File: src/rtl/sobel_edge_stream.sv
// Streaming Sobel edge detector: RGB -> luma -> 3x3 window over two line buffers -> |Gx|+|Gy|
// threshold. Flushes the final row internally after the last input and pulses o_frame_done.
module sobel_edge_stream #(
    parameter int unsigned IMG_WIDTH  = 160,
    parameter int unsigned IMG_HEIGHT = 120,
    parameter logic [10:0] THRESHOLD  = 11'd128
) (
    input  logic                                      clk,
    input  logic                                      reset,
    input  logic                                      i_de,
    input  logic [7:0]                                i_r,
    input  logic [7:0]                                i_g,
    input  logic [7:0]                                i_b,
    output logic                                      o_de,
    output logic                                      o_edge,
    output logic [7:0]                                o_gray,
    output logic [$clog2(IMG_WIDTH*IMG_HEIGHT)-1:0]   o_pix_cnt,
    output logic                                      o_frame_done
);

    localparam int unsigned NPIX  = IMG_WIDTH * IMG_HEIGHT;
    localparam int unsigned PIX_W = $clog2(NPIX);
    localparam int unsigned XW    = $clog2(IMG_WIDTH);
    localparam int unsigned YW    = $clog2(IMG_HEIGHT);
    localparam int unsigned FW    = $clog2(IMG_WIDTH + 1);
    localparam int unsigned WW    = $clog2(IMG_WIDTH + 2);

    localparam logic [PIX_W-1:0] PIX_LAST = PIX_W'(NPIX - 1);
    localparam logic [XW-1:0]    X_LAST   = XW'(IMG_WIDTH - 1);
    localparam logic [YW-1:0]    Y_LAST   = YW'(IMG_HEIGHT - 1);
    localparam logic [FW-1:0]    F_LAST   = FW'(IMG_WIDTH);
    localparam logic [WW-1:0]    WARM     = WW'(IMG_WIDTH + 1);

    typedef enum logic [1:0] {StRun, StFlush, StDone} state_e;

    state_e           state_q, state_d;
    logic [PIX_W-1:0] in_cnt_q, in_cnt_d;
    logic [FW-1:0]    flush_cnt_q, flush_cnt_d;
    logic             adv, flush, frame_clr;

    always_comb begin
        state_d     = state_q;
        in_cnt_d    = in_cnt_q;
        flush_cnt_d = flush_cnt_q;
        adv         = 1'b0;
        flush       = 1'b0;
        frame_clr   = 1'b0;
        unique case (state_q)
            StRun: begin
                if (i_de) begin
                    adv = 1'b1;
                    if (in_cnt_q == PIX_LAST) begin
                        in_cnt_d = '0;
                        state_d  = StFlush;
                    end else begin
                        in_cnt_d = in_cnt_q + PIX_W'(1);
                    end
                end
            end
            StFlush: begin
                adv   = 1'b1;
                flush = 1'b1;
                if (flush_cnt_q == F_LAST) begin
                    flush_cnt_d = '0;
                    state_d     = StDone;
                end else begin
                    flush_cnt_d = flush_cnt_q + FW'(1);
                end
            end
            StDone: begin
                // Last output is on the port this cycle; restart counters for the next frame.
                if (o_de && (o_pix_cnt == PIX_LAST)) begin
                    frame_clr = 1'b1;
                    state_d   = StRun;
                end
            end
            default: state_d = StRun;
        endcase
    end

    always_ff @(posedge clk or posedge reset) begin
        if (reset) begin
            state_q      <= StRun;
            in_cnt_q     <= '0;
            flush_cnt_q  <= '0;
            o_frame_done <= 1'b0;
        end else begin
            state_q      <= state_d;
            in_cnt_q     <= in_cnt_d;
            flush_cnt_q  <= flush_cnt_d;
            o_frame_done <= frame_clr;
        end
    end

    // Stage 1: luma
    logic [15:0] luma_sum;
    logic [7:0]  luma;
    logic        s1_valid, s1_flush;
    logic [7:0]  s1_gray;

    assign luma_sum = 16'd77 * {8'd0, i_r} + 16'd150 * {8'd0, i_g} + 16'd29 * {8'd0, i_b};
    assign luma     = 8'(luma_sum >> 8);

    always_ff @(posedge clk or posedge reset) begin
        if (reset) begin
            s1_valid <= 1'b0;
            s1_flush <= 1'b0;
            s1_gray  <= '0;
        end else begin
            s1_valid <= adv;
            s1_flush <= flush;
            if (adv) s1_gray <= flush ? 8'd0 : luma;
        end
    end

    // Stage 2: line buffers, window shift, centre bookkeeping
    logic [7:0]       lb0 [IMG_WIDTH];
    logic [7:0]       lb1 [IMG_WIDTH];
    logic [7:0]       p00, p01, p02, p10, p11, p12, p20, p21, p22;
    logic [XW-1:0]    lb_col;
    logic [WW-1:0]    warm_cnt;
    logic [XW-1:0]    c_x;
    logic [YW-1:0]    c_y;
    logic [PIX_W-1:0] c_idx;
    logic             s2_valid, s2_border;
    logic [PIX_W-1:0] s2_idx;

    always_ff @(posedge clk or posedge reset) begin
        if (reset) begin
            lb_col    <= '0;
            warm_cnt  <= '0;
            c_x       <= '0;
            c_y       <= '0;
            c_idx     <= '0;
            s2_valid  <= 1'b0;
            s2_border <= 1'b0;
            s2_idx    <= '0;
        end else begin
            s2_valid <= 1'b0;
            if (frame_clr) begin
                lb_col   <= '0;
                warm_cnt <= '0;
                c_x      <= '0;
                c_y      <= '0;
                c_idx    <= '0;
            end else if (s1_valid) begin
                lb_col <= (lb_col == X_LAST) ? '0 : lb_col + XW'(1);
                // The first W+1 advances only prime the window; no centre exists yet.
                if (warm_cnt != WARM) begin
                    warm_cnt <= warm_cnt + WW'(1);
                end else begin
                    s2_valid  <= 1'b1;
                    s2_border <= (c_x == '0) || (c_x == X_LAST) || (c_y == '0) || (c_y == Y_LAST);
                    s2_idx    <= c_idx;
                    c_idx     <= c_idx + PIX_W'(1);
                    if (c_x == X_LAST) begin
                        c_x <= '0;
                        c_y <= c_y + YW'(1);
                    end else begin
                        c_x <= c_x + XW'(1);
                    end
                end
            end
        end
    end

    always_ff @(posedge clk) begin
        if (s1_valid) begin
            if (!s1_flush) begin
                lb0[lb_col] <= s1_gray;
                lb1[lb_col] <= lb0[lb_col];
            end
            p00 <= p01;
            p01 <= p02;
            p02 <= lb1[lb_col];
            p10 <= p11;
            p11 <= p12;
            p12 <= lb0[lb_col];
            p20 <= p21;
            p21 <= p22;
            p22 <= s1_gray;
        end
    end

    // Stage 3: gradients
    logic signed [10:0] gx_c, gy_c, s3_gx, s3_gy;
    logic               s3_valid, s3_border;
    logic [PIX_W-1:0]   s3_idx;
    logic [7:0]         s3_gray;

    assign gx_c = $signed({3'b000, p02}) + $signed({2'b00, p12, 1'b0}) + $signed({3'b000, p22})
                - $signed({3'b000, p00}) - $signed({2'b00, p10, 1'b0}) - $signed({3'b000, p20});
    assign gy_c = $signed({3'b000, p20}) + $signed({2'b00, p21, 1'b0}) + $signed({3'b000, p22})
                - $signed({3'b000, p00}) - $signed({2'b00, p01, 1'b0}) - $signed({3'b000, p02});

    always_ff @(posedge clk or posedge reset) begin
        if (reset) begin
            s3_valid  <= 1'b0;
            s3_border <= 1'b0;
            s3_idx    <= '0;
            s3_gray   <= '0;
            s3_gx     <= '0;
            s3_gy     <= '0;
        end else begin
            s3_valid <= s2_valid;
            if (s2_valid) begin
                s3_border <= s2_border;
                s3_idx    <= s2_idx;
                s3_gray   <= p11;
                s3_gx     <= gx_c;
                s3_gy     <= gy_c;
            end
        end
    end

    // Stage 4: magnitude, threshold, outputs
    logic [10:0] abs_gx, abs_gy, mag;

    assign abs_gx = s3_gx[10] ? $unsigned(-s3_gx) : $unsigned(s3_gx);
    assign abs_gy = s3_gy[10] ? $unsigned(-s3_gy) : $unsigned(s3_gy);
    assign mag    = abs_gx + abs_gy;

    always_ff @(posedge clk or posedge reset) begin
        if (reset) begin
            o_de      <= 1'b0;
            o_edge    <= 1'b0;
            o_gray    <= '0;
            o_pix_cnt <= '0;
        end else begin
            o_de   <= s3_valid;
            o_edge <= s3_valid && !s3_border && (mag >= THRESHOLD);
            if (s3_valid) begin
                o_gray    <= s3_gray;
                o_pix_cnt <= s3_idx;
            end
        end
    end

endmodule
File: config.mk
export PLATFORM = sky130hd
export DESIGN_NAME = sobel_edge_stream
export DESIGN_NICKNAME = d
export VERILOG_FILES = /design/src/rtl/sobel_edge_stream.sv
export SDC_FILE = /design/constraint.sdc
export NUM_CORES = 2
export LEC_CHECK = 0
export ABC_AREA = 1
export BUFFER_PORTS_ARGS = -buffer_cell sky130_fd_sc_hd__buf_2
export CAP_MARGIN = 0
export CORE_MARGIN = 2
export CORE_UTILIZATION = 40
export CTS_BUF_LIST = sky130_fd_sc_hd__clkbuf_16
export CTS_CLUSTER_DIAMETER = 120
export DETAILED_ROUTE_END_ITERATION = 12
export PLACE_DENSITY = 0.54
export SYNTH_ARGS = -nofsm -noshare
export SYNTH_HDL_FRONTEND = slang
export SYNTH_SLANG_ARGS = --single-unit
File: constraint.sdc
create_clock -name clk -period 7.25 [get_ports clk]
set_clock_uncertainty 0.1 [all_clocks]
set_input_delay 1.45 -clock clk [delete_from_list [all_inputs] [get_ports clk]]
set_output_delay 1.45 -clock clk [all_outputs]
set_load 0.005 [all_outputs]
# Yosys cells after proc, flatten, opt, wreduce, memory -nomap -nowiden

Memory sizes are Yosys's and may differ from the RTL's. A register that Yosys moved wholly into a read port is not among the register bits.
Index checks and enable logic that the tools add are counted.

Add/sub/neg operators: 22
Multipliers: 3
Div/mod/pow operators: 0
$lt $le $gt $ge: 1
Eq/ne operators: 14
Shifts and indexed selects: 0
Muxes and demuxes: 38
Bitwise gates (word level): 2
Reductions and logical operators: 19

Operators by type and width:

| kind                  | number |
|---|---|
| $mux 8                | 12 |
| $mux 15               | 4 |
| $sub 11x9->11         | 4 |
| $add 8x1->8 const B   | 4 |
| $add 15x1->15 const B | 2 |
| $eq 15x15->1 const B  | 2 |
| $mul 7x8->15 const A  | 2 |
| $mux 7                | 4 |
| $eq 8x8->1 const B    | 3 |
| $add 10x8->11         | 2 |
| $mux 11               | 2 |
| $neg 11->11           | 2 |
| $sub 11x10->11        | 2 |
| $add 8x9->10          | 2 |
| $add 15x16->16        | 1 |
| $add 16x13->16        | 1 |
| $mul 5x8->13 const A  | 1 |
| $add 11x11->11        | 1 |
| $ge 11x8->1 const B   | 1 |
| $mux 1                | 10 |
| $ne 2x2->1 const B    | 5 |
| $logic_not 8->1       | 1 |
| $mux 2                | 4 |
| $ne 8x8->1 const B    | 1 |
| 16 further kinds      | 26 |

Bits in registers: 235
Bits in latches: 0
Bits in writable memories: 2,560
Memory bits (read-only): 0
Input bits: 27
Output and inout bits: 26
Memories: 2

Memory list:

| name | words | bits a word | rd ports | clocked after memory_dff | write ports | line | RTL |
|---|---|---|---|---|---|---|---|
| lb0  | 160   | 8           | 1        | 0                        | 1           | 117  | `logic [7:0] lb0 [IMG_WIDTH];` |
| lb1  | 160   | 8           | 1        | 1                        | 1           | 118  | `logic [7:0] lb1 [IMG_WIDTH];` |

# Longest topological paths before layout

Word-level depth: 6
Depth in mapped cells: 28
Gate-level depth less buffers: 28

# Worst setup path after synthesis

Ideal clock, no wire load.

Path type: input to register
From: in i_g[4]
To: reg s1_gray[5]
Library setup time: 135 ps
Data arrival time: 6,576 ps
Data required time: 7,015 ps
Slack: 439 ps
Cell stages on the path: 21
Path through: ha_1 -> ha_1 -> inv_1 -> fa_1 -> fa_1 -> inv_1 -> ha_1 -> xnor2_1 -> fa_1 -> fa_1 -> inv_1 -> fa_1 -> fa_1 -> inv_1 -> ha_1 -> a21oi_1 -> o21ai_0 -> a211oi_1 -> nand3_1 -> nand2_1 -> o21ai_0

Word-level cells in the longest chain between the ends: 4

Ends and longest elaborated chain:

| item                 | line | RTL |
|---|---|---|
| start, declared      | 12   | `input logic [7:0] i_g,` |
| $mul 7x8->15         | 101  | `assign luma_sum = 16'd77 * {8'd0, i_r} + 16'd150 * {8'd0, i_g} + 16'd29 * {8'd0, i_b};` |
| $add 15x16->16       | 101  |  |
| $add 16x13->16       | 101  |  |
| $mux 8               | 112  | `if (adv) s1_gray <= flush ? 8'd0 : luma;` |
| end signal, assigned | 112  |  |
| end, declared        | 99   | `logic [7:0] s1_gray;` |

No other way between the ends.
A chain may end at the register's enable or synchronous reset.

# Worst setup path after layout

From: in i_g[4]
To: reg s1_gray[6]

The elaborated chain is that of the path after synthesis.

==> metrics.md <==
| Metric | Value |
|---|---|
| Status | finished clean |
| Crit path required time | between 7000 and 8000 ps |
| Worst hold margin | ~350 ps |
| Switch share | about 23% |
| Crit Path Max Fanout | 4 |
| CTS Hold Buffers Added | 0 |
| Min cycle time layout | 6460 ps |
| Initial Utilization | between 40% and 50% |
| Io pins | between 50 and 60 |
| Total Die Area | around 0.3 mm^2 |
| Clk buf depth | 4 |
| Final Core Density | 45.2% |
| Routability cong. | slightly above 0.8 |
| WS Path Type | in -> reg |
| RSZ-0062 raised after global routing | no |
| Root Buffer | clkbuf_16 |
| Fin cells | roughly 16k |
| TNS Setup | 0 ps |
| NetSw | slightly above 8 mW |
| Layout area overhead | 12.7% |
| Type of origin of the critical path | primary input |
| Clk_lat worst skew | 940 ps |
| Number of global-route vias before repair | ~80k |
| Row Count | between 200 and 250 |
| Core box area | about 0.30 mm^2 |
| Post-synthesis sequential area ratio | between 60% and 70% |
| Worst min path class | reg -> reg |
| Actual slew at the worst max-slew pin | between 1000 and 1500 ps |
| Syn nets | ~11k |
| Power per cell area | between 200 and 300 mW/mm^2 |
| Initial antenna violation count | 17 |
| Sequential power share | ~50% |
| CP max-delay cell | fa_1 |
| Die H | 554 um |
| Finished layout cell area | between 0.1 and 0.15 mm^2 |
| H-tree levels | 5 |
| Routed Antenna Nets | 0 |
| Placement Cell Area | approximately 0.13 mm^2 |
| Commonest cells post-synth | nand2_1, edfxtp_1, nor2_1, o21ai_0, inv_1 |
| Syn Area/Cell | around 11 um^2 |
| Max stage delay on crit path | 510 ps |
| CP delay by family, top | adder cells |
| Int Pwr | roughly 27 mW |
| Layout cells sized above 1 | under 10% |
| Buf/Inv on CP | 6 |
| Global-route usage over all layers | roughly 23% |
| Post-Synthesis Cell Area | 0.121 mm^2 |
| Max VDD drop | around 270 uV |
| Cts repair resizes | 0 |
| Cts bufs inserted | ~300 |
| Clock Power Share | 42.2% |
| Nets | about 12k |
| Cell taking the most area after synthesis | edfxtp_1 |
| Fmax | 0.155 GHz |
| Top-count cell post-synth | nand2_1 |
| Chip Width | 554 um |
| Total power | ~35 mW |
| First-pass DRT Iterations | 6 |
| Port Buffer Count | between 50 and 60 |
| Sequential Area | about 0.083 mm^2 |
| #FFs+latches synth | about 2.8k |
| Critical Path Start | i_g[4] |
| Worst Setup End Kind | register |
| Residual DRC | 0 |
| Synth top area share | 65.2% |
| Crit path arrival time | between 7000 and 8000 ps |
| Pre-CTS setup slack | -125 ps |
| Routed wire length per instance | between 20 and 25 um |
| Fraction of registers with async set/reset | 6.10% |
| Leak Pwr | ~48 nW |
| Largest net degree at the start of global routing | 164 |
| Wire length of the first global-routing pass | between 500 and 600 mm |
| Critical path, cell by cell | buf_2, ha_1, ha_1, inv_1, fa_1, fa_1, inv_1, ha_1, buf_4, a31oi_1, xnor2_1, ha_1, fa_1, inv_1, fa_1, fa_1, inv_1, ha_1, a21oi_1, o21ai_0, a211oi_1, nand3b_1, nand3_1, nand2_1 |
| Max-cap violations | 0 |
| Most used DFF post-synth | edfxtp_1 |
| DRT Wirelength | approximately 350 mm |
| Vias | between 80k and 90k |
| Hold_sp | p11[7]$_DFFE_PP_ |
| Final hold vios | 0 |
| Top cells by area, synth | edfxtp_1, nand2_1, nor2_1, o21ai_0, dfrtp_1 |
| Comb power frac | about 8.3% |
| Footprint of the multi-input gates | between 0.03 and 0.04 mm^2 |
| GRT overflow | 0 |
| Yosys warning count | 0 |
| Cell variety after synth | 41 |
| Post-placement cell count | between 10k and 15k |
| Post-Synthesis Cells | approximately 11k |
| EDFF count, synth | between 2k and 3k |
| Post-CTS setup buffer count | 0 |
| Final HPWL DP | roughly 200 mm |
| Vias per cell | 5.23 |
| CTS tree | yes |
| Setup WS post-layout | just under 800 ps |
| Slew HR | roughly 17% |
| Period utilisation layout | about nine tenths |
| Fillers | ~28k |
| CTS sink cnt | ~2.8k |
| Initial DRC Count | between 8k and 9k |
| Final setup fails | 0 |
| Reg2reg start | lb_col[0]$_DFFE_PP0P_ |
| CTS clk-pin slew, worst paths | 60 ps |
| Slew Viols, Final | 0 |
## routing by layer
metal / vias up / track usage (%) / part of all wire (%)
li1: 37700 / - / -
met1: 40200 / 31.9 / 43
met2: 2865 / 36.1 / 46
met3: 502 / 2.98 / 7.2
met4: 6 / 7.72 / 3.4
met5: - / 0 / 0.013
## kinds of logic after synthesis
family,count (synthesis),synth area share (%)
compound gates,1363,5.77
xor+xnor,57,0.412
fa+ha+maj,252,3.33
buf+inv,1340,4.54
flops,2803,68.8
simple gates,5356,17.2
## registers in the layout (all words and copies together) (netlist names), 11 cells and up
signal	cells
lb1	1280
s2_idx	15
s3_idx	15
c_idx	15
s3_gy	11
s3_gx	11
lb0	1280
o_pix_cnt	15
in_cnt_q	15
## path summary, 6_finish.rpt
kind                                                 end  cells past startpoint  slack [ps]
min in group asynchronous       in_cnt_q[10]$_DFFE_PP0P_                      2         530
worst max-delay path              s1_gray[6]$_DFFE_PP0P_                     24         790
worst min register to register          p10[7]$_DFFE_PP_                      0         350
worst max register to register      lb1[19][0]$_DFFE_PP_                     14        1740
max in group asynchronous             s2_valid$_DFF_PP0_                      3        5040
worst min-delay path                    p10[7]$_DFFE_PP_                      0         350
## area by class of cell
cell class | count | area share [%]
sequential | 2803 | 61.1
tap | 3978 | 3.65
timing repair buffer | 393 | 2.37
antenna | 6 | 0.0110
inverter | 788 | 2.19
multi-input combinational | 7028 | 23.8
clock buffer | 309 | 5.67
clock inverter | 229 | 1.25
## worst reg2reg max path: cells and delay by family, from the launching register on
family | cells | cell delay, ps
buf+inv | 3 | 2070
simple gates | 11 | 2000
flops | 1 | 780
## placed cells by master, fill, tap and decap left out, types with 16 or more instances in the layout
cell type / count
nand2_1: 2951
edfxtp_1: 2632
nor2_1: 1906
o21ai_0: 1051
inv_1: 857
nand3_1: 360
clkbuf_16: 309
buf_4: 308
dfrtp_1: 159
ha_1: 134
fa_1: 118
a21oi_1: 117
o21ai_1: 93
clkinv_1: 62
o22ai_1: 62
buf_2: 52
xor2_1: 47
nand4_1: 43
clkinv_2: 41
buf_12: 33
nor3_1: 32
nor2_2: 27
bufinv_16: 16
## power groups by stage
stage / combinational [mW] / sequential [mW] / clock, mW
CTS: 2.98 / 17.4 / 15.1
global placement: 3.06 / 17.8 / 0
detailed placement: 2.94 / 17.8 / 0
floorplan: 1.77 / 17.8 / 0
global route: 3.41 / 17.4 / 15.7
finish: 2.90 / 17.4 / 14.8
Note: power is estimated with default switching activity, not from simulation.
